### config.mk
export PLATFORM = sky130hd
export DESIGN_NAME = ntt_engine_arbiter
export DESIGN_NICKNAME = d
export VERILOG_FILES = /design/src/rtl/ntt_engine_arbiter.sv
export SDC_FILE = /design/constraint.sdc
export NUM_CORES = 1
export LEC_CHECK = 0
export ABC_AREA = 1
export BUFFER_PORTS_ARGS = -buffer_cell sky130_fd_sc_hd__buf_2
export CAP_MARGIN = 20
export CORE_AREA = 2 2 95 97
export CTS_CLUSTER_SIZE = 30
export DETAILED_ROUTE_END_ITERATION = 7
export DIE_AREA = 0 0 97 99
export PLACE_DENSITY = 0.81
export SLEW_MARGIN = 20
export SYNTH_ARGS = -nofsm -noshare
export SYNTH_HDL_FRONTEND = slang
export SYNTH_SLANG_ARGS = --single-unit
### constraint.sdc
create_clock -name clk -period 1.5 [get_ports clk]
set_input_delay 0.3 -clock clk [delete_from_list [all_inputs] [get_ports clk]]
set_output_delay 0.3 -clock clk [all_outputs]
set_load 0.05 [all_outputs]
### src/rtl/ntt_engine_arbiter.sv
// Round-robin arbiter and job sequencer that time-shares one NTT engine among NUM_REQ clients.
// Latency: req->gnt 1 cycle, go->eng_start 1 cycle, eng_done->cli_done 1 cycle; load/read paths are combinational.
// Backpressure: no grant while eng_busy; an owner keeps the engine until rel or hold timeout (never during RUN).
// Ports: req/rel/go/cli_load/cli_*_addr/cli_load_data per client (flattened, client i at slice i);
//        gnt/cli_done/owner/timeout/jobs_done status; eng_* drive and observe the shared engine.
module ntt_engine_arbiter #(
    parameter int NUM_REQ    = 2,
    parameter int N          = 256,
    parameter int WIDTH      = 32,
    parameter int ADDR_WIDTH = 8,
    parameter int HOLD_MAX   = 1024
) (
    input  logic                                           clk,
    input  logic                                           rst,
    input  logic [NUM_REQ-1:0]                             req,
    input  logic [NUM_REQ-1:0]                             rel,
    input  logic [NUM_REQ-1:0]                             go,
    input  logic [NUM_REQ-1:0]                             cli_load,
    input  logic [NUM_REQ*ADDR_WIDTH-1:0]                  cli_load_addr,
    input  logic [NUM_REQ*WIDTH-1:0]                       cli_load_data,
    input  logic [NUM_REQ*ADDR_WIDTH-1:0]                  cli_read_addr,
    output logic [NUM_REQ-1:0]                             gnt,
    output logic [NUM_REQ-1:0]                             cli_done,
    output logic [WIDTH-1:0]                               cli_read_data,
    output logic [((NUM_REQ > 1) ? $clog2(NUM_REQ) : 1)-1:0] owner,
    output logic                                           timeout,
    output logic [15:0]                                    jobs_done,
    output logic                                           eng_start,
    output logic                                           eng_load_coeff,
    output logic [ADDR_WIDTH-1:0]                          eng_load_addr,
    output logic [ADDR_WIDTH-1:0]                          eng_read_addr,
    output logic [WIDTH-1:0]                               eng_load_data,
    input  logic                                           eng_done,
    input  logic                                           eng_busy,
    input  logic [WIDTH-1:0]                               eng_read_data
);

    localparam int OW = (NUM_REQ > 1) ? $clog2(NUM_REQ) : 1;
    localparam int HW = (HOLD_MAX > 0) ? $clog2(HOLD_MAX + 1) : 1;
    localparam logic [HW-1:0] HOLD_LAST = (HOLD_MAX > 0) ? HW'(HOLD_MAX - 1) : '0;

    localparam logic [2:0] S_IDLE  = 3'd0;
    localparam logic [2:0] S_GRANT = 3'd1;
    localparam logic [2:0] S_START = 3'd2;
    localparam logic [2:0] S_RUN   = 3'd3;
    localparam logic [2:0] S_READ  = 3'd4;

    logic [2:0]         state_q,     state_d;
    logic [NUM_REQ-1:0] gnt_q,       gnt_d;
    logic [NUM_REQ-1:0] cli_done_q,  cli_done_d;
    logic [OW-1:0]      owner_q,     owner_d;
    logic [OW-1:0]      rr_ptr_q,    rr_ptr_d;
    logic               timeout_q,   timeout_d;
    logic [15:0]        jobs_done_q, jobs_done_d;
    logic [HW-1:0]      hold_q,      hold_d;

    logic                  own_load, own_rel, own_go, hold_expire;
    logic [ADDR_WIDTH-1:0] own_load_addr, own_read_addr;
    logic [WIDTH-1:0]      own_load_data;
    logic [OW-1:0]         nxt_ptr, pick_idx, cand;
    logic                  pick_vld;

    // Owner-selected client signals; everything from non-owners is ignored.
    always_comb begin
        own_load      = cli_load[owner_q];
        own_rel       = rel[owner_q];
        own_go        = go[owner_q];
        own_load_addr = ADDR_WIDTH'(cli_load_addr >> (owner_q * ADDR_WIDTH));
        own_read_addr = ADDR_WIDTH'(cli_read_addr >> (owner_q * ADDR_WIDTH));
        own_load_data = WIDTH'(cli_load_data >> (owner_q * WIDTH));
        nxt_ptr       = OW'((int'(owner_q) + 1) % NUM_REQ);
        hold_expire   = (HOLD_MAX != 0) && (hold_q == HOLD_LAST);
    end

    // First requester at or after rr_ptr: scan from the far end so the nearest hit wins.
    always_comb begin
        pick_vld = 1'b0;
        pick_idx = '0;
        cand     = '0;
        for (int i = NUM_REQ - 1; i >= 0; i--) begin
            cand = OW'((int'(rr_ptr_q) + i) % NUM_REQ);
            if (req[cand]) begin
                pick_vld = 1'b1;
                pick_idx = cand;
            end
        end
    end

    always_comb begin
        state_d     = state_q;
        gnt_d       = gnt_q;
        owner_d     = owner_q;
        rr_ptr_d    = rr_ptr_q;
        cli_done_d  = '0;
        timeout_d   = 1'b0;
        jobs_done_d = jobs_done_q;
        hold_d      = '0;
        case (state_q)
            S_IDLE: begin
                if (pick_vld && !eng_busy) begin
                    owner_d = pick_idx;
                    gnt_d   = NUM_REQ'(1) << pick_idx;
                    state_d = S_GRANT;
                end
            end
            S_GRANT: begin
                // Any owner load counts as activity and restarts the hold window.
                hold_d = own_load ? '0 : hold_q + 1'b1;
                if (own_rel) begin
                    state_d  = S_IDLE;
                    gnt_d    = '0;
                    rr_ptr_d = nxt_ptr;
                end else if (own_go) begin
                    state_d = S_START;
                end else if (!own_load && hold_expire) begin
                    state_d   = S_IDLE;
                    gnt_d     = '0;
                    rr_ptr_d  = nxt_ptr;
                    timeout_d = 1'b1;
                end
            end
            S_START: state_d = S_RUN;
            S_RUN: begin
                // The engine is never abandoned mid-transform: rel and the hold timer are ignored here.
                if (eng_done) begin
                    state_d     = S_READ;
                    cli_done_d  = gnt_q;
                    jobs_done_d = jobs_done_q + 16'd1;
                end
            end
            S_READ: begin
                hold_d = hold_q + 1'b1;
                if (own_rel) begin
                    state_d  = S_IDLE;
                    gnt_d    = '0;
                    rr_ptr_d = nxt_ptr;
                end else if (hold_expire) begin
                    state_d   = S_IDLE;
                    gnt_d     = '0;
                    rr_ptr_d  = nxt_ptr;
                    timeout_d = 1'b1;
                end
            end
            default: state_d = S_IDLE;
        endcase
    end

    always_ff @(posedge clk) begin
        if (rst) begin
            state_q     <= S_IDLE;
            gnt_q       <= '0;
            cli_done_q  <= '0;
            owner_q     <= '0;
            rr_ptr_q    <= '0;
            timeout_q   <= 1'b0;
            jobs_done_q <= '0;
            hold_q      <= '0;
        end else begin
            state_q     <= state_d;
            gnt_q       <= gnt_d;
            cli_done_q  <= cli_done_d;
            owner_q     <= owner_d;
            rr_ptr_q    <= rr_ptr_d;
            timeout_q   <= timeout_d;
            jobs_done_q <= jobs_done_d;
            hold_q      <= hold_d;
        end
    end

    assign gnt            = gnt_q;
    assign cli_done       = cli_done_q;
    assign owner          = owner_q;
    assign timeout        = timeout_q;
    assign jobs_done      = jobs_done_q;
    assign eng_start      = (state_q == S_START);
    assign eng_load_coeff = (state_q == S_GRANT) && own_load;
    assign eng_load_addr  = (state_q == S_GRANT) ? own_load_addr : '0;
    assign eng_load_data  = (state_q == S_GRANT) ? own_load_data : '0;
    assign eng_read_addr  = (state_q == S_READ)  ? own_read_addr : '0;
    assign cli_read_data  = eng_read_data;

    a_gnt_onehot0: assert property (@(posedge clk) disable iff (rst) $onehot0(gnt_q));
    a_load_in_range: assert property (@(posedge clk) disable iff (rst)
        eng_load_coeff |-> (int'(eng_load_addr) < N));

endmodule

==> run_results.csv, run 1 <==
group,metric,value,unit
job,max-cap-violations,0,
place,place_area,4328,sq um
grt,antenna_found_initial,0,
place,dp_worst_setup_slack,-0.06139,ns
synthesis,synthFlopType,"dfxtp_1",
floorplan,ios,244,
hold_path,hold_path.class,"in -> reg",
timing,finalCriticalPeriod,1.712,ns
place,io_buffers,179,
timing,worst_slack,-0.2120,ns
synthesis,ys_ff_latch,37,
power_and_ir_drop,powerDensity,715.9,nW/um^2
timing,slew_headroom,0.7504,
place,place_hpwl,8499,um
route,drt_iter0_markers,178,
hold_path,whs_endpoint,"jobs_done[1]$_SDFFE_PP0P_",
grt,grt_pass1_vias,3850,
grt,grt_max_degree,21,
hold_path,holdPathStages,2,
synthesis,netlist_instances,464,
synthesis,async_flop_share,0,
place,place_inst,722,
layout,fin_area,5256,sq um
worst_setup_path,startpoint,"owner$_SDFFE_PP0P_",
timing,clock_skew,0.004985,ns
route,via_per_inst,5.087,
clocking,cts_buffer_depth,2,
clocking,ctsRootBufferMaster,"clkbuf_8",
route,drc,0,
grt,grt_pass1_wl,18550,um
run_status,status,"finished with violations",
clocking,h-tree-depth,2,
synthesis,synth_edf_count,0,
worst_setup_path,r2r-start,"owner$_SDFFE_PP0P_",
worst_setup_path,r2r_setup_slack,0,ns
route,final_antenna_net_count,0,
synthesis,syn-cell-area,2768,sq um
worst_setup_path,end_kind,"primary output",
clocking,cts_hold_buf,0,
layout,stdcell_count,745,
synthesis,synth.avg_cell_area,5.965,sq um
route,vias,3790,
floorplan,die_w,97,um
timing,worstMarginPinSlew,0.3715,ns
layout,n_antenna_cell,0,
timing,rsz0062_at_grt,"true",
synthesis,ys_seq_area_frac,0.2676,
worst_setup_path,setup.worst_path.class,"reg -> out",
floorplan,die_area,9603,sq um
worst_setup_path,cp_data_required_time,1.20,ns
layout,drive_gt1_frac,0.5761,
layout,fin_nets,778,
power_and_ir_drop,peakVddDrop,0.0005997,V
clocking,insertion_delay,0.29,ns
timing,setup_violations,51,
clocking,clock-sinks,37,
worst_setup_path,slowest_stage,"dfxtp_4",
worst_setup_path,worstPathMaxFanout,10,
layout,synthToLayoutAreaGrowth,89.92,%
power_and_ir_drop,p_leak,2.373,nW
worst_setup_path,crit_buf_inv,3,
clocking,path_clk_slew,0.07,ns
run_status,violations,"negative setup slack",
worst_setup_path,r2r_cells,9,
floorplan,start_util,0.3237,
worst_setup_path,path_cells,"buf_6 -> buf_16 -> nand2_1 -> a21oi_4 -> buf_6",
synthesis,syn-num-nets,606,
clocking,cts_made_buffers,5,
grt,grt_overflow,0,
layout,final_util,0.6147,
route,routed_wirelength,11870,um
timing,drv_slew,0,
hold_path,min_from,"rst",
worst_setup_path,cp_top_family,"buffers and inverters",
clocking,cts_tree,"done",
route,wl_per_cell,15.93,um
worst_setup_path,slowest_delay,0.43,ns
timing,hold_violations,0,
layout,mostFrequentLayoutCell,"buf_2",
synthesis,synth_cell_type_count,29,
route,firstDrtPassIters,7,
worst_setup_path,crit_path_frequent_cell,"buf_6",
floorplan,rows,34,
place,place_congestion,1.010,
timing,fmax,584.1,MHz
floorplan,core_area,8551,sq um
worst_setup_path,crit_cells,5,
worst_setup_path,worstPathArrival,1.41,ns
worst_setup_path,worst_r2r_endpoint,"gnt[1]$_SDFFE_PP0P_",
floorplan,die_h,99,um
worst_setup_path,startpoint_type,"flip-flop",
layout,most-common-layout-cells,"buf_2 (128), nand2_1 (112), a21oi_4 (48)",
grt,grt_usage,0.2360,
timing,period_share,1.141,
timing,holdWs,0.3462,ns
synthesis,yosys_warnings,0,
## worst max-delay path by stage
stage,endpoint,slack (ns)
finish,eng_load_data[25],-0.21
global route,eng_load_addr[4],-0.27
CTS,eng_load_data[18],-0.21
detailed placement,gnt[1]$_SDFFE_PP0P_,-0.06
global placement,gnt[1]$_SDFFE_PP0P_,-0.04
floorplan,eng_load_data[18],-0.08
## worst reg2reg max path, stage by stage, from the launching register on
cell,delay [ns]
dfxtp_4,0.39
buf_4,0.19
nand2_1,0.08
nand2_1,0.11
nor2_2,0.24
nand2_2,0.11
nand3_1,0.09
nor2_2,0.05
nor2_1,0.08
nor2_1,0.05
## per-layer routing
layer	vias to the layer above	GRT usage	part of all wire
met4	0	0.08776	0.035
met2	224	0.4161	0.50
met5	-	0	0
li1	1788	-	-
met3	41	0.07660	0.097
met1	1737	0.2666	0.37
## through the flow
step                      setup TNS [ns]  power [mW]
after global routing              -11.72       3.925
after detailed placement          -1.221       2.587
after CTS                         -8.764       3.676
after floorplan                   -1.761       2.409
final                             -8.425       3.763
after global placement           -0.4026       2.571
## report_power, final
group	total (mW)	leakage (nW)	switching, mW	internal [mW]
clock network	0.765	0.0542	0.350	0.415
registers	1.04	0.306	0.0295	1.01
logic	1.96	2.01	1.21	0.750
total	3.76	2.37	1.59	2.17
## synth_stat cells (2+ instances only)
library cell | instances | share of area
nor2_4 | 2 | 0.0081
nand3_2 | 3 | 0.011
nor3b_2 | 2 | 0.0090
xor2_1 | 5 | 0.016
nand4_1 | 6 | 0.014
buf_2 | 6 | 0.011
nor3_1 | 4 | 0.0072
inv_2 | 9 | 0.012
clkbuf_1 | 12 | 0.016
o21ai_0 | 4 | 0.0072
nor2_2 | 3 | 0.0068
buf_4 | 32 | 0.087
nor3b_1 | 4 | 0.011
nand3_1 | 16 | 0.029
o21ai_1 | 10 | 0.018
nand2_1 | 158 | 0.21
nor2_1 | 43 | 0.058
a21oi_1 | 69 | 0.12
dfxtp_1 | 37 | 0.27
ha_1 | 2 | 0.0090
inv_1 | 29 | 0.039
## kinds of logic after synthesis
| group | synth area share |
|---|---|
| simple gates | 0.3807 |
| buf+inv | 0.1682 |
| compound gates | 0.1555 |
| flops | 0.2676 |
| xor+xnor | 0.01899 |
| fa+ha+maj | 0.009040 |
## layout make-up
cell class,instances,area (sq um)
clock buffers,7,96.34
repair buffers,216,1728
multi-input cells,337,2369
well taps,108,135.1
inverters,39,161.4
clock inverters,1,5.005
flip-flops and latches,37,762.0
fillers,695,3294
## state kept, by name (all words and copies together) (netlist names)
| signal | cells |
|---|---|
| cli_done | 2 |
| gnt | 2 |
| hold_q | 11 |
| jobs_done | 16 |
| owner | 1 |
| rr_ptr_q | 1 |
| state_q | 3 |
| timeout | 1 |
## what timing repair did
action,CTS,global route
gates resized for setup,155,45
buffers inserted,10,0
endpoints found under the setup margin,57,63
pin swaps,8,10
cloned,3,2
Note: power is estimated with default switching activity, not from simulation.
==> run 2: changes to the inputs <==
--- a/config.mk
+++ b/config.mk
@@ -5,14 +5,14 @@
 export SDC_FILE = /design/constraint.sdc
 export NUM_CORES = 1
 export LEC_CHECK = 0
-export ABC_AREA = 1
 export BUFFER_PORTS_ARGS = -buffer_cell sky130_fd_sc_hd__buf_2
 export CAP_MARGIN = 20
 export CORE_AREA = 2 2 95 97
 export CTS_CLUSTER_SIZE = 30
 export DETAILED_ROUTE_END_ITERATION = 7
 export DIE_AREA = 0 0 97 99
-export PLACE_DENSITY = 0.81
+export MAX_ROUTING_LAYER = met4
+export PLACE_DENSITY = 0.8
 export SLEW_MARGIN = 20
 export SYNTH_ARGS = -nofsm -noshare
 export SYNTH_HDL_FRONTEND = slang
==> run 2 against run 1 <==
  * The flow still finishes with violations (negative setup slack)
  * Register-to-register slack worse by 0.41 ns
  * Cell count decreased by 13%
  * Wire length shrank 7.8%
  * Area after synthesis is 3.8% lower
  * Total power down 7.9%
  * Largest cell class unchanged
==> run_results.csv, run 2 <==
group,metric,value,unit
run_status,status,"finished with violations",
run_status,violations,"negative setup slack",
clocking,h-tree-depth,2,
floorplan,ios,244,
grt,grt_max_degree,21,
grt,grt_usage,0.2151,
grt,antenna_found_initial,0,
worst_setup_path,startpoint_type,"flip-flop",
timing,worst_slack,-0.4600,ns
clocking,path_clk_slew,0.08,ns
synthesis,ys_ff_latch,37,
layout,fillers,667,
clocking,clock-sinks,37,
synthesis,yosysTopAreaCell,"dfxtp_1",
grt,grt_pass1_vias,3355,
layout,final_util,0.6197,
clocking,cts_buffer_depth,2,
place,place_hpwl,7274,um
synthesis,synthFlopType,"dfxtp_1",
route,drc,0,
timing,finalCriticalPeriod,1.960,ns
synthesis,async_flop_share,0,
timing,setup_violations,78,
synthesis,synth_top_area_share,0.2782,
route,drt_iter0_markers,107,
layout,n_antenna_cell,0,
route,firstDrtPassIters,4,
clocking,ctsRootBufferMaster,"clkbuf_8",
layout,drive_gt1_frac,0.6932,
synthesis,ys_seq_area_frac,0.2782,
worst_setup_path,end_kind,"primary output",
grt,grt_pass1_wl,16280,um
place,io_buffers,179,
route,final_antenna_net_count,0,
synthesis,yosys_warnings,0,
worst_setup_path,slowest_stage,"or3b_4",
worst_setup_path,setup.worst_path.class,"reg -> out",
floorplan,die_area,9603,sq um
route,drt-met1-wl,3808,um
floorplan,rows,34,
synthesis,synth.avg_cell_area,7.901,sq um
timing,hold_violations,0,
clocking,insertion_delay,0.30,ns
worst_setup_path,cp_data_required_time,1.20,ns
clocking,cts_tree,"done",
layout,largest_reg_flops,16,
grt,grt_overflow,0,
layout,mostFrequentLayoutCell,"buf_2",
place,place_congestion,0.8775,
worst_setup_path,cp_top_family,"simple AND/OR/NAND/NOR gates",
route,wl_met2,5803,um
floorplan,die_w,97,um
worst_setup_path,crit_buf_inv,2,
power_and_ir_drop,peakVddDrop,0.0005454,V
place,dp_worst_setup_slack,-0.4415,ns
worst_setup_path,worstPathArrival,1.66,ns
power_and_ir_drop,p_leak,2.237,nW
synthesis,netlist_top_cells_count,"nor2_1 (86), mux2i_1 (52), dfxtp_1 (37), buf_4 (32), xnor2_1 (14)",
floorplan,core_area,8551,sq um
synthesis,syn-cell-area,2663,sq um
floorplan,start_util,0.3114,
worst_setup_path,crit_path_frequent_cell,"buf_12",
layout,fin_nets,682,
route,routed_wirelength,10950,um
synthesis,synth_area_leaders,"dfxtp_1 (28%), mux2i_1 (20%), nor2_1 (12%)",
power_and_ir_drop,powerDensity,654.1,nW/um^2
worst_setup_path,worstPathMaxFanout,8,
route,wl_per_cell,16.87,um
layout,synthToLayoutAreaGrowth,99.01,%
timing,slew_headroom,0.6697,
route,vias,3237,
hold_path,hold_path.class,"in -> reg",
route,met3_wirelength,809,um
clocking,cts_hold_buf,0,
timing,rsz0062_at_grt,"true",
timing,drv_slew,0,
timing,fmax,510.2,MHz
floorplan,die_h,99,um
layout,most-common-layout-cells,"buf_2 (128), nor2_4 (50), buf_4 (49)",
route,highest_layer,"met4",
synthesis,syn-num-nets,479,
worst_setup_path,slowest_delay,0.51,ns
worst_setup_path,path_cells,"or3b_4 -> buf_12 -> nor2_4 -> buf_12",
timing,clock_skew,0.01110,ns
synthesis,synth_edf_count,0,
route,via_per_inst,4.988,
job,max-cap-violations,0,
clocking,cts_made_buffers,5,
synthesis,netlist_instances,337,
timing,worstMarginPinSlew,0.4886,ns
synthesis,synth_cell_type_count,44,
synthesis,yosysMostFrequentCell,"nor2_1",
timing,period_share,1.307,
[run 2: cell types whose count changed after synthesis, sizes merged, moves of 4 or more]
cell	delta
a21oi	-59
inv	-30
mux2i	+52
nand2	-150
nand2b	+7
nand3	-12
nor2	+38
nor3b	-5
nor4	+4
o21ai	-8
or3	+5
xnor2	+13
[run 2: path summary, 6_finish.rpt]
path                                         startpoint                     to  slack [ns]  depth (start not counted)
worst max-delay path            state_q[2]$_SDFFE_PP0P_      eng_load_data[14]       -0.46                          4
worst min-delay path                                rst     owner$_SDFFE_PP0P_        0.35                          2
worst max register to register     hold_q[0]$_SDFF_PP0_    gnt[0]$_SDFFE_PP0P_       -0.41                          6
worst min register to register    rr_ptr_q$_SDFFE_PP0P_  rr_ptr_q$_SDFFE_PP0P_        0.49                          2
[run 2: layout make-up]
class / instances / area (sq um) / area share
tap: 108 / 135.1 / 0.02550
timing repair buffer: 246 / 2014 / 0.3802
inverter: 8 / 30.03 / 0.005667
sequential: 37 / 778.2 / 0.1469
multi-input combinational: 242 / 2227 / 0.4203
clock buffer: 7 / 107.6 / 0.02031
clock inverter: 1 / 6.256 / 0.001181
[run 2: metrics by stage]
step,power (mW),cell area (sq um),setup TNS [ns],hold slack (ns),instances
2_1_floorplan,2.185,3332,-11.92,0.4080,337
3_3_place_gp,2.293,4323,-9.164,0.4627,615
3_5_place_dp,2.311,4323,-10.86,0.4711,615
4_1_cts,3.378,5084,-21.50,0.3457,640
5_1_grt,3.583,5299,-27.00,0.3739,649
6_report,3.466,5299,-23.12,0.3540,649
[run 2: worst reg2reg max path, stage by stage (launching register included)]
cell	delay, ns
dfxtp_2	0.36
ha_4	0.15
nand3_4	0.08
nor4_4	0.31
a31oi_2	0.17
or4b_4	0.58
mux2i_1	0.14
[run 2: timing repair]
action                                  CTS  global route
pin swaps                                15            11
gates resized for setup                 132            33
endpoints found under the setup margin   79            82
setup buffers                            12             7
cloned                                    5             2
[run 2: cell families after synthesis]
logic type,share of synthesized area
and+or+nand+nor,0.2632
buffers and inverters,0.1330
muxes,0.1955
DFF,0.2782
AOI/OAI and AO/OA,0.05499
xor gates and xnor gates,0.06579
adders and majority gates,0.009397
[run 2: routing by layer]
layer	track usage	vias up
met4	0.1008	0
met2	0.3916	165
li1	-	1520
met1	0.2141	1503
met5	-	-
met3	0.05745	49
[run 2: power breakdown]
part,total [mW],internal [mW],switching (mW)
sequential,1.01,0.992,0.0161
clock,0.856,0.475,0.381
combinational,1.60,0.707,0.895
